`src/rtl/pcileech_board_ctl_if.sv`:
```
// Board-pin and status bundle for pcileech_board_ctl.
// The slave modport is the control block; the master modport is the board and core side.
`timescale 1ns / 1ps
interface pcileech_board_ctl_if #(
  parameter int unsigned NUM_BTN = 2,
  parameter int unsigned NUM_LED = 2
) ();
  logic [NUM_BTN-1:0]   btn_n;
  logic [NUM_LED-1:0]   led_in;
  logic [2*NUM_LED-1:0] led_mode;
  logic                 sys_rst;
  logic [63:0]          tickcount;
  logic [NUM_BTN-1:0]   btn_level;
  logic [NUM_BTN-1:0]   btn_press;
  logic [NUM_BTN-1:0]   btn_long;
  logic [NUM_LED-1:0]   led_n;

  modport master (
    output btn_n, led_in, led_mode,
    input  sys_rst, tickcount, btn_level, btn_press, btn_long, led_n
  );

  modport slave (
    input  btn_n, led_in, led_mode,
    output sys_rst, tickcount, btn_level, btn_press, btn_long, led_n
  );
endinterface

```
`src/rtl/pcileech_board_ctl.sv`:
```
// Board control: tick counter, stretched system reset, debounced buttons and LED drive modes.
// Long-press detection is built only when PCILEECH_BOARD_CTL_LONGPRESS_EN is defined.
`timescale 1ns / 1ps
module pcileech_board_ctl #(
  parameter int unsigned NUM_BTN          = 2,
  parameter int unsigned NUM_LED          = 2,
  parameter int unsigned RST_BTN          = 1,
  parameter int unsigned POR_CYCLES       = 64,
  parameter int unsigned DEBOUNCE_CYCLES  = 1000000,
  parameter int unsigned LONGPRESS_CYCLES = 500000000,
  parameter int unsigned BLINK_BIT        = 24,
  parameter int unsigned PWRON_BIT        = 27
) (
  input  logic                 clk,
  input  logic                 rst,
  pcileech_board_ctl_if.slave  bus
);

  localparam int unsigned DbW  = $clog2(DEBOUNCE_CYCLES + 1);
  localparam int unsigned PorW = $clog2(POR_CYCLES + 1);

  logic [NUM_BTN-1:0] sync1_q, sync2_q;
  logic [NUM_BTN-1:0] level_q, level_d, level_dly_q, press_q;
  logic [DbW-1:0]     db_cnt_q [NUM_BTN];
  logic [DbW-1:0]     db_cnt_d [NUM_BTN];
  logic [PorW-1:0]    por_q, por_d;
  logic               sys_rst_q;
  logic [63:0]        tick_q, tick_d;
  logic [NUM_LED-1:0] led_n_q, led_n_d;
  logic               rst_btn;
  logic               pwron;

  assign rst_btn = level_q[RST_BTN];

  // A level flips only after DEBOUNCE_CYCLES consecutive disagreeing samples.
  always_comb begin
    level_d = level_q;
    for (int i = 0; i < NUM_BTN; i++) begin
      db_cnt_d[i] = '0;
      if (sync2_q[i] != level_q[i]) begin
        if (db_cnt_q[i] == DbW'(DEBOUNCE_CYCLES - 1)) begin
          level_d[i] = ~level_q[i];
        end else begin
          db_cnt_d[i] = db_cnt_q[i] + DbW'(1);
        end
      end
    end
  end

  always_comb begin
    por_d = por_q;
    if (rst_btn) begin
      por_d = '0;
    end else if (por_q != PorW'(POR_CYCLES)) begin
      por_d = por_q + PorW'(1);
    end
    tick_d = rst_btn ? 64'd0 : tick_q + 64'd1;
  end

  assign pwron = tick_q[BLINK_BIT] & (tick_q[63:PWRON_BIT] == '0);

  always_comb begin
    led_n_d = '1;
    for (int i = 0; i < NUM_LED; i++) begin
      unique case (bus.led_mode[2*i +: 2])
        2'd0: led_n_d[i] = ~bus.led_in[i];
        2'd1: led_n_d[i] = bus.led_in[i];
        2'd2: led_n_d[i] = ~(bus.led_in[i] & tick_q[BLINK_BIT]);
        2'd3: led_n_d[i] = ~(bus.led_in[i] ^ pwron);
        default: led_n_d[i] = 1'b1;
      endcase
    end
  end

  always_ff @(posedge clk) begin
    if (rst) begin
      sync1_q     <= '0;
      sync2_q     <= '0;
      level_q     <= '0;
      level_dly_q <= '0;
      press_q     <= '0;
      for (int i = 0; i < NUM_BTN; i++) db_cnt_q[i] <= '0;
      por_q       <= '0;
      sys_rst_q   <= 1'b1;
      tick_q      <= '0;
      led_n_q     <= '1;
    end else begin
      sync1_q     <= ~bus.btn_n;
      sync2_q     <= sync1_q;
      level_q     <= level_d;
      level_dly_q <= level_q;
      press_q     <= level_q & ~level_dly_q;
      for (int i = 0; i < NUM_BTN; i++) db_cnt_q[i] <= db_cnt_d[i];
      por_q       <= por_d;
      sys_rst_q   <= rst_btn | (por_q < PorW'(POR_CYCLES));
      tick_q      <= tick_d;
      led_n_q     <= led_n_d;
    end
  end

`ifdef PCILEECH_BOARD_CTL_LONGPRESS_EN
  localparam int unsigned HoldW = $clog2(LONGPRESS_CYCLES + 1);

  logic [HoldW-1:0]   hold_q [NUM_BTN];
  logic [HoldW-1:0]   hold_d [NUM_BTN];
  logic [NUM_BTN-1:0] long_q, long_d;

  // Counting needs the level high now and next cycle, so a coincident release suppresses the pulse.
  always_comb begin
    for (int i = 0; i < NUM_BTN; i++) begin
      hold_d[i] = '0;
      long_d[i] = 1'b0;
      if (level_q[i] && level_d[i]) begin
        if (hold_q[i] != HoldW'(LONGPRESS_CYCLES)) begin
          hold_d[i] = hold_q[i] + HoldW'(1);
        end else begin
          hold_d[i] = hold_q[i];
        end
        long_d[i] = (hold_q[i] == HoldW'(LONGPRESS_CYCLES - 1));
      end
    end
  end

  always_ff @(posedge clk) begin
    if (rst) begin
      for (int i = 0; i < NUM_BTN; i++) hold_q[i] <= '0;
      long_q <= '0;
    end else begin
      for (int i = 0; i < NUM_BTN; i++) hold_q[i] <= hold_d[i];
      long_q <= long_d;
    end
  end

  assign bus.btn_long = long_q;
`else
  assign bus.btn_long = '0;
`endif

  assign bus.sys_rst   = sys_rst_q;
  assign bus.tickcount = tick_q;
  assign bus.btn_level = level_q;
  assign bus.btn_press = press_q;
  assign bus.led_n     = led_n_q;

endmodule

```
`src/flat_wrapper.sv`:
```
// flat-port wrapper written by rule: the top's interface ports become plain ports
module pcileech_board_ctl_flat 
#(
  parameter int unsigned NUM_BTN          = 2,
  parameter int unsigned NUM_LED          = 2,
  parameter int unsigned RST_BTN          = 1,
  parameter int unsigned POR_CYCLES       = 64,
  parameter int unsigned DEBOUNCE_CYCLES  = 1000000,
  parameter int unsigned LONGPRESS_CYCLES = 500000000,
  parameter int unsigned BLINK_BIT        = 24,
  parameter int unsigned PWRON_BIT        = 27
)
  (clk, rst, bus_btn_n, bus_led_in, bus_led_mode, bus_sys_rst, bus_tickcount, bus_btn_level, bus_btn_press, bus_btn_long, bus_led_n);
  pcileech_board_ctl_if #(.NUM_BTN(NUM_BTN), .NUM_LED(NUM_LED)) bus_i ();
  input  logic clk;
  input  logic rst;
  input wire logic [$bits(bus_i.btn_n)-1:0] bus_btn_n;
  input wire logic [$bits(bus_i.led_in)-1:0] bus_led_in;
  input wire logic [$bits(bus_i.led_mode)-1:0] bus_led_mode;
  output wire logic [$bits(bus_i.sys_rst)-1:0] bus_sys_rst;
  output wire logic [$bits(bus_i.tickcount)-1:0] bus_tickcount;
  output wire logic [$bits(bus_i.btn_level)-1:0] bus_btn_level;
  output wire logic [$bits(bus_i.btn_press)-1:0] bus_btn_press;
  output wire logic [$bits(bus_i.btn_long)-1:0] bus_btn_long;
  output wire logic [$bits(bus_i.led_n)-1:0] bus_led_n;
  assign bus_i.btn_n = bus_btn_n;
  assign bus_i.led_in = bus_led_in;
  assign bus_i.led_mode = bus_led_mode;
  assign bus_sys_rst = bus_i.sys_rst;
  assign bus_tickcount = bus_i.tickcount;
  assign bus_btn_level = bus_i.btn_level;
  assign bus_btn_press = bus_i.btn_press;
  assign bus_btn_long = bus_i.btn_long;
  assign bus_led_n = bus_i.led_n;
  pcileech_board_ctl #(.NUM_BTN(NUM_BTN), .NUM_LED(NUM_LED), .RST_BTN(RST_BTN), .POR_CYCLES(POR_CYCLES), .DEBOUNCE_CYCLES(DEBOUNCE_CYCLES), .LONGPRESS_CYCLES(LONGPRESS_CYCLES), .BLINK_BIT(BLINK_BIT), .PWRON_BIT(PWRON_BIT)) u_core (.clk(clk), .rst(rst), .bus(bus_i));
endmodule
```
`config.mk`:
```
export PLATFORM = sky130hd
export DESIGN_NAME = pcileech_board_ctl_flat
export DESIGN_NICKNAME = d
export VERILOG_FILES = /design/src/rtl/pcileech_board_ctl_if.sv /design/src/rtl/pcileech_board_ctl.sv /design/src/flat_wrapper.sv
export SDC_FILE = /design/constraint.sdc
export NUM_CORES = 1
export LEC_CHECK = 0
export ABC_AREA = 0
export CORE_MARGIN = 5
export CORE_UTILIZATION = 40
export DETAILED_ROUTE_END_ITERATION = 7
export PLACE_DENSITY = 0.67
export SLEW_MARGIN = 20
export SYNTH_ARGS = -nofsm -noshare
export SYNTH_HDL_FRONTEND = slang
export SYNTH_SLANG_ARGS = --single-unit
```
`constraint.sdc`:
```
create_clock -name clk -period 5.1 [get_ports clk]
set_clock_uncertainty 0.1 [all_clocks]
set_input_delay 1.02 -clock clk [delete_from_list [all_inputs] [get_ports clk]]
set_output_delay 1.02 -clock clk [all_outputs]
set_load 0.1 [all_outputs]
```
* Word level (Yosys, flattened, before mapping) *
Memories as Yosys holds them, arrays and structs flattened.
Cells that the tools add are included.

storage, ports and cells
  logic and storage cells = 63
  input bits = 10
  bits in registers = 84
  memories = 1
  output and inout port bits = 73
  memory bits (writable) = 40

operators by class
  bitwise logic cells = 19
  add/subtract/negate cells = 4
  multiplexer cells = 11
  reductions and logical operators = 6
  eq/ne operators = 11
  magnitude comparators = 1

memory list
  name             words  bits a word  rd ports  clocked after Yosys merged registers in  write ports  line                      source
  u_core.db_cnt_q  2      20           2         0                                        2            pcileech_board_ctl.sv:24  logic [DbW-1:0] db_cnt_q [NUM_BTN];

operators by type and width
  cell                                                                    count
  20-bit two-way mux                                                      6
  64-bit by 1-bit adder with 64-bit output (second input constant)        1
  20-bit by 1-bit adder with 20-bit output (second input constant)        2
  20-bit equality test (second input constant)                            2
  37-bit zero test                                                        1
  2-bit equality test (second input constant)                             4
  1-bit NOT                                                               8
  1-bit one-hot mux with 4 select lines                                   2
  7-bit by 1-bit adder with 7-bit output (second input constant)          1
  7-bit less-than comparator (second input constant)                      1
  7-bit != test (second input constant)                                   1
  2-bit by 1-bit equality test with 1-bit output (second input constant)  2
  2-bit zero test                                                         2
  2-bit NOT                                                               2
  2-bit AND reduction                                                     2
  1-bit bitwise AND                                                       3
  1-bit two-way mux                                                       3
  1-bit OR                                                                3
  2-bit bitwise AND                                                       1
  1-bit != test                                                           2
  2-bit OR reduction                                                      1
  1-bit bitwise XOR                                                       2

* Depth between registers and ports, before layout *
Gate-level depths: netlist of run 1.

  word-level depth = 5
  gate-level depth with buffers = 8
  mapped depth without buffers = 6

* Least setup slack after synthesis of run 1 *
Ideal clock, no wire load.

  path type = reg2reg
  start = register u_core.tick_q[0], in the netlist u_core.bus.tickcount[0]
  end = register u_core.tick_q[38], in the netlist u_core.bus.tickcount[38]
  buffers on the path = 0
  setup slack = 2.026 ns
  clock period less this slack = 3.074 ns
  arrival = 2.904 ns
  library setup time = 0.070 ns
  stages on the path, launching flop included = 7
  required time = 4.930 ns
  path through = dfxtp_1 -> ha_1 -> nand4_1 -> nor4_4 -> nand2_1 -> or4_1 -> a21oi_1

between the ends
  longest elaborated chain between the ends = 1

ends and longest elaborated chain
  element                                   line                      source
  start, declared                           pcileech_board_ctl.sv:28  logic [63:0] tick_q, tick_d;
  start signal, assigned                    pcileech_board_ctl.sv:96  tick_q <= tick_d;
  64-bit by 1-bit adder with 64-bit output  pcileech_board_ctl.sv:57  tick_d = rst_btn ? 64'd0 : tick_q + 64'd1;

No other way between the ends.
A chain may end at the register's enable or synchronous reset.

* Worst setup path in the final report of run 1 *
  start = register u_core.tick_q[40], in the netlist u_core.bus.tickcount[40]
  end = output port bus_tickcount[40]

RTL lines
  element        line                source
  end, declared  flat_wrapper.sv:21  output wire logic [$bits(bus_i.tickcount)-1:0] bus_tickcount;

No word-level cell between the ends.

==> results of run 1 <==
routing by layer:
metal	vias up	wire, microns	GRT usage [%]
li1	2443	-	-
met3	26	765	6.26
met1	2334	6090	21.3
met4	2	290	7.32
met2	122	6600	28.6
met5	-	13	0
area by class of cell:
class,count,area [sq um]
fillers,1228,6270
repair buffers,81,808
flip-flops and latches,124,2480
inverters,20,75.1
clock buffers,21,470
well taps,176,220
multi-input cells,472,2860
clock inverters,11,165
kinds of logic (layout without fill, tap and decap cells):
logic type | after synthesis | in the layout | synth area share [%]
compound gates | 75 | 75 | 8.20
xor+xnor | 73 | 73 | 11.6
fa+ha+maj | 5 | 5 | 1.14
buf+inv | 43 | 133 | 3.09
flops | 124 | 124 | 45.1
mux | 2 | 2 | 0.363
other cells | 1 | 2 | 0.0681
simple gates | 315 | 315 | 30.5
worst max path at each step:
stage               cells past startpoint  slack, ns                       end                     start
floorplan                               6       2.03  u_core.bus.tickcount[38]   u_core.bus.tickcount[0]
global placement                        4       1.85  u_core.bus.tickcount[59]                       rst
detailed placement                      4       1.80  u_core.bus.tickcount[61]                       rst
CTS                                     1       1.81         bus_tickcount[39]  u_core.bus.tickcount[39]
global route                            5       1.60  u_core.bus.tickcount[59]  u_core.bus.tickcount[15]
finish                                  1       1.81         bus_tickcount[40]  u_core.bus.tickcount[40]
registers in the layout, indices dropped and copies added, names as in the netlist:
register,count
u_core.bus.btn_level,2
u_core.bus.btn_press,2
u_core.bus.led_n,2
u_core.bus.sys_rst,1
u_core.bus.tickcount,64
u_core.db_cnt_q,40
u_core.level_dly_q,2
u_core.por_q,7
u_core.sync1_q,2
u_core.sync2_q,2
layout by cell type (no fill, tap or decap), types with 2 or more instances in the layout:
cell | netlist | layout
a21oi_1 | 35 | 35
a311o_1 | 2 | 2
and2_1 | 3 | 3
and3_1 | 15 | 15
and4_1 | 8 | 8
bufinv_16 | 0 | 4
clkbuf_16 | 0 | 17
clkbuf_8 | 0 | 3
clkdlybuf4s50_1 | 0 | 80
clkinv_2 | 0 | 4
clkinv_4 | 0 | 2
conb_1 | 1 | 2
dfxtp_1 | 124 | 124
ha_1 | 5 | 5
inv_1 | 20 | 20
mux2i_1 | 2 | 2
nand2_1 | 36 | 36
nand3_1 | 43 | 43
nand4_1 | 30 | 30
nand4b_1 | 3 | 3
nor2_1 | 97 | 97
nor2b_1 | 6 | 6
nor3_1 | 11 | 11
nor4_1 | 17 | 17
nor4b_1 | 3 | 3
o21ai_0 | 12 | 12
o31ai_1 | 22 | 22
o32ai_1 | 2 | 2
or2_2 | 3 | 3
or3_1 | 12 | 12
or4_1 | 22 | 22
xnor2_1 | 35 | 35
xor2_1 | 38 | 38
power by group:
group | total (W) | leakage, nW | switching [W] | internal [W]
combinational | 0.0000761 | 0.978 | 0.0000548 | 0.0000213
clock | 0.00128 | 0.313 | 0.000422 | 0.000853
sequential | 0.000984 | 1.00 | 0.00000723 | 0.000977
stage by stage:
step                      hold slack [ns]  power (W)  setup slack, ns  instances  util (%)
after floorplan                     0.267    0.00106             2.03        639         -
after global placement              0.275    0.00108             1.85        873      48.3
after detailed placement            0.278    0.00108             1.80        873      48.3
after CTS                           0.285    0.00236             1.81        905      53.1
after global routing                0.304    0.00241             1.60        905      53.1
final                               0.285    0.00234             1.81        905      53.1
==> results.ini, run 1 <==
[placed_design]
finalWeightedCongestion=0.878
dpl-instance-area_sq_um=6450
detailed_place_hpwl_microns=9540
count_of_port_buffers_added_during_placement=80

[final_layout]
final_net_count=731
finish.instance_area_sq_um=7080
areaGrowthSynthToFinish_pct=28.5
antenna-diode-count=0
post_route_cells_drive_above_1_share_pct=5.49

[floorplan]
top_level_ports=83
rows=42
coreArea_sq_um=13300
die_x_microns=127
initial_utilization_pct=41.3
dieArea_sq_um=16200
fp.dieH_microns=127

[worst_setup_path]
timing_worst_setup_path_type=reg2out
critical_path.n_buffers_inverters=1
cp_max_fo=7
worstSetupEndpointType=output pin
worstPathCellList=clkdlybuf4s50_1
r2r_slack_ns=1.93
critical_path.slowest_cell=clkdlybuf4s50_1
reg2reg_depth=6
worst_path_largest_cell_delay_ns=1.21
critPathArrivalTime_ns=2.17
worst_r2r_startpoint=u_core.bus.tickcount[0]
timing.critical_path.max_delay_family=buffers and inverters
critical_path.startpoint_type=flip-flop
r2r_end=u_core.bus.tickcount[60]
required_ns=3.98

[timing]
grt_setup_unrepaired=no
max_clock_freq_ghz=0.304
finalMaxSlewViolations=0
setup_viol_count_final=0
layout_min_cycle_time_ns=3.29
worst_pin_slew_ns=1.01
period_share_pct=64.6
relSlewSlack_pct=32.7
totalNegativeSetupSlack_ns=0
finalHoldViolations=0

[clocking]
cts-hold-fix-buffers=0
post_cts.resized_instances=0
clockBufferDepth=2
clock_tree.htree_level_count=4
tritoncts=built
root_buffer=clkbuf_16
cts_setup_buffers=0
clk_pin_slew_ns=0.06
cts.sink_count=124
cts_buffers=17
worstSkewPairLatency_ns=0.42

[logic_synthesis]
synth-seq-cells=124
post_synth_main_area_contributors=dfxtp_1 45%, nor2_1 6.6%, xor2_1 6.0%, xnor2_1 5.6%, nand3_1 3.9%
seq_area_frac_synth_pct=45.1
number_of_flops_mapped_to_enable_cells_by_yosys=0
synthesis.yosys.warnings=0
ys_types=39
synthDominantCellAreaShare_pct=45.1
synth_area_sq_um=5510
post-synth-top-count-cell=dfxtp_1
asyncSetResetFlopFracSynth_pct=0
post_synth_most_frequent_cells=124 x dfxtp_1, 97 x nor2_1, 43 x nand3_1, 38 x xor2_1, 36 x nand2_1
syn-mean-instance-area_sq_um=8.63
synth_cells=638
synth_largest_area_cell=dfxtp_1
postSynth.topFlopCell=dfxtp_1

[global_routing]
largest_net_degree_at_the_start_of_global_routing=47
antenna_found_initial=1
grt_use_total_pct=17.7
grt.overflow.total=0
first_global_vias=4773
grt_pass1_wl_microns=23200

[route]
drt_wl_total_microns=13800
vias_per_cell=5.44
routedWlPerCell_microns=15.2
route.antenna.remaining_nets=0
num_vias=4927
drt_pre_antenna_iters=4
drt_iter0_markers=301
drc=0

[power]
irDropWorstVdd_v=0.000301
powerDensity_nw_per_um2=330
p_leak_nw=2.29

[min_path]
hold_end=u_core.bus.btn_press[1]
hold_start=u_core.level_dly_q[1]
min_path_type=reg2reg
hold-path-cell-count=1

[status]
outcome=complete, no violations

[flow_run]
max-cap-violations=0

Power figures use the tool's default switching activity.
==> inputs of run 2 (changes only) <==
- clock period: 5.1 -> 3.2 ns (I/O delays scaled with it)
==> results.ini, run 2 (same netlist as run 1, synthesis figures left out) <==
[route]
route.antenna.remaining_nets=0  ; unchanged
num_vias=4859  ; was 4927
drt_wl_total_microns=13200  ; was 13800 microns
drt_iter0_markers=364  ; was 301
drt_pre_antenna_iters=4  ; unchanged
routedWlPerCell_microns=14.5  ; was 15.2 microns
drc=0  ; unchanged
vias_per_cell=5.34  ; was 5.44

[floorplan]
top_level_ports=83  ; unchanged
coreArea_sq_um=13300  ; unchanged
dieArea_sq_um=16200  ; unchanged
rows=42  ; unchanged
die_x_microns=127  ; unchanged
fp.dieH_microns=127  ; unchanged
initial_utilization_pct=41.3  ; unchanged

[placed_design]
finalWeightedCongestion=0.854  ; was 0.878
detailed_place_hpwl_microns=9270  ; was 9540 microns
pre_cts_setup_slack_ns=0.666  ; was 1.80 ns
dpl-instance-area_sq_um=6320  ; was 6450 sq um
count_of_port_buffers_added_during_placement=80  ; unchanged

[min_path]
hold_end=u_core.bus.btn_press[1]  ; unchanged
hold_start=u_core.level_dly_q[1]  ; unchanged
hold-path-cell-count=1  ; unchanged
min_path_type=reg2reg  ; unchanged

[clocking]
tritoncts=built  ; unchanged
worstSkewPairLatency_ns=0.42  ; about the same
root_buffer=clkbuf_16  ; unchanged
cts.sink_count=124  ; unchanged
clk_pin_slew_ns=0.06  ; about the same
post_cts.resized_instances=0  ; unchanged
clockBufferDepth=2  ; unchanged
cts_buffers=17  ; unchanged
clock_tree.htree_level_count=4  ; unchanged
cts_setup_buffers=0  ; unchanged
cts-hold-fix-buffers=0  ; unchanged

[global_routing]
antenna_found_initial=0  ; was 1
grt_use_total_pct=17.0  ; was 17.7%
grt.overflow.total=0  ; unchanged
first_global_vias=4663  ; was 4773
grt_pass1_wl_microns=22500  ; was 23200 microns
largest_net_degree_at_the_start_of_global_routing=66  ; was 47

[power]
powerDensity_nw_per_um2=555  ; was 330 nW/um^2
irDropWorstVdd_v=0.000338  ; was 0.000301 V
p_leak_nw=2.48  ; was 2.29 nW

[status]
outcome=complete, no violations  ; unchanged

[final_layout]
utilization_pct=52.4  ; was 53.1%
areaGrowthSynthToFinish_pct=27.1  ; was 28.5%
post_route_cells_drive_above_1_share_pct=15.9  ; was 5.49%
final_net_count=736  ; was 731
antenna-diode-count=0  ; unchanged
seq_area_sq_um=2480  ; unchanged
layout.cells.most_common_list=124 x dfxtp_1, 97 x nor2_1, 76 x buf_4, 43 x nand3_1, 38 x xor2_1  ; was 124 x dfxtp_1, 97 x nor2_1, 80 x clkdlybuf4s50_1, 43 x nand3_1, 38 x xor2_1
fillerInstances=1221  ; was 1228
finish.instance_area_sq_um=7000  ; was 7080 sq um
largest_register_ff_count=64  ; unchanged
layout_commonest_cell=dfxtp_1  ; unchanged
area_of_the_multi_input_gates_sq_um=2860  ; unchanged

[worst_setup_path]
required_ns=3.44  ; was 3.98 ns
cp_max_fo=22  ; was 7
reg2reg_depth=7  ; was 6
timing.critical_path.max_delay_family=simple AND/OR/NAND/NOR gates  ; was buffers and inverters
worstPathCellList=ha_1 -> nand4_1 -> nor4_1 -> nand4_1 -> buf_4 -> or4_1 -> a21oi_1  ; was clkdlybuf4s50_1
cp_num_cells=7  ; was 1
critical_path.startpoint_type=flip-flop  ; unchanged
worstSetupEndpointType=flip-flop  ; was output pin
critical_path.n_buffers_inverters=1  ; unchanged
worst_r2r_startpoint=u_core.bus.tickcount[0]  ; unchanged
timing_worst_setup_path_type=reg2reg  ; was reg2out
worst_path_largest_cell_delay_ns=0.51  ; was 1.21 ns
worst_path_most_repeated_cell=nand4_1
r2r_slack_ns=0.66  ; was 1.93 ns
worstSetupStartpoint=u_core.bus.tickcount[0]  ; was u_core.bus.tickcount[40]
r2r_end=u_core.bus.tickcount[52]  ; was u_core.bus.tickcount[60]
critical_path.slowest_cell=or4_1  ; was clkdlybuf4s50_1
critPathArrivalTime_ns=2.78  ; was 2.17 ns

[timing]
layout_min_cycle_time_ns=2.54
period_share_pct=79.5
relSlewSlack_pct=44.8  ; was 32.7%
setup_viol_count_final=0  ; unchanged
finalHoldViolations=0  ; unchanged
worst_pin_slew_ns=0.817  ; was 1.01 ns
grt_setup_unrepaired=no  ; unchanged
totalNegativeSetupSlack_ns=0  ; unchanged
max_clock_freq_ghz=0.393
layout_setup_ws_ns=0.657  ; was 1.81 ns
finalMaxSlewViolations=0  ; unchanged

[flow_run]
max-cap-violations=0  ; unchanged

run 2: changes by cell type in the layout (fill, tap and decap cells not counted):
cell and delta:
bufinv_16 +2, clkinvlp_4 +1, clkdlybuf4s50_1 -71, clkinv_4 -2, clkbuf_1 -1, buf_4 +75, buf_12 +1
run 2: final cells by class:
type / instances / area share, %
repair buffers: 86 / 9.72
well taps: 176 / 3.15
flip-flops and latches: 124 / 35.5
clock inverters: 12 / 3.07
clock buffers: 20 / 6.67
multi-input cells: 472 / 40.9
inverters: 20 / 1.07
run 2: through the flow:
step | hold WS, ns | cells | power, W
final | 0.287 | 910 | 0.00389
after global routing | 0.306 | 910 | 0.00402
after CTS | 0.289 | 910 | 0.00393
after detailed placement | 0.282 | 878 | 0.00172
after global placement | 0.275 | 878 | 0.00172
after floorplan | 0.267 | 639 | 0.00169
run 2: worst reg2reg max path: cells and delay by family, from the launching register on:
family	cells	cell delay, ns
adder cells (fa/ha/maj)	1	0.24
AND/OR/NAND/NOR	4	1.33
buffers and inverters	1	0.24
AO/OA/AOI/OAI	1	0.15
flip-flops	1	0.40
run 2: worst max path at each step:
stage,endpoint,slack (ns)
2_1_floorplan,u_core.bus.tickcount[38],0.13
3_3_place_gp,u_core.bus.tickcount[62],0.72
3_5_place_dp,u_core.bus.tickcount[52],0.67
4_1_cts,u_core.bus.tickcount[58],0.65
5_1_grt,u_core.bus.tickcount[56],0.42
6_report,u_core.bus.tickcount[52],0.66
run 2: where the power goes:
| group | switching [W] | total (W) | internal, W |
|---|---|---|---|
| Clock | 0.000682 | 0.00220 | 0.00152 |
| Sequential | 0.0000119 | 0.00157 | 0.00156 |
| Combinational | 0.0000879 | 0.000122 | 0.0000337 |
| Total | 0.000782 | 0.00389 | 0.00311 |
run 2: routing by layer:
metal / vias up / part of all wire (%) / global-route usage [%]
met3: 13 / 5.7 / 5.88
met1: 2296 / 45 / 21.3
li1: 2444 / - / -
met4: 0 / 1.5 / 6.94
met5: - / 0 / 0
met2: 106 / 48 / 26.8
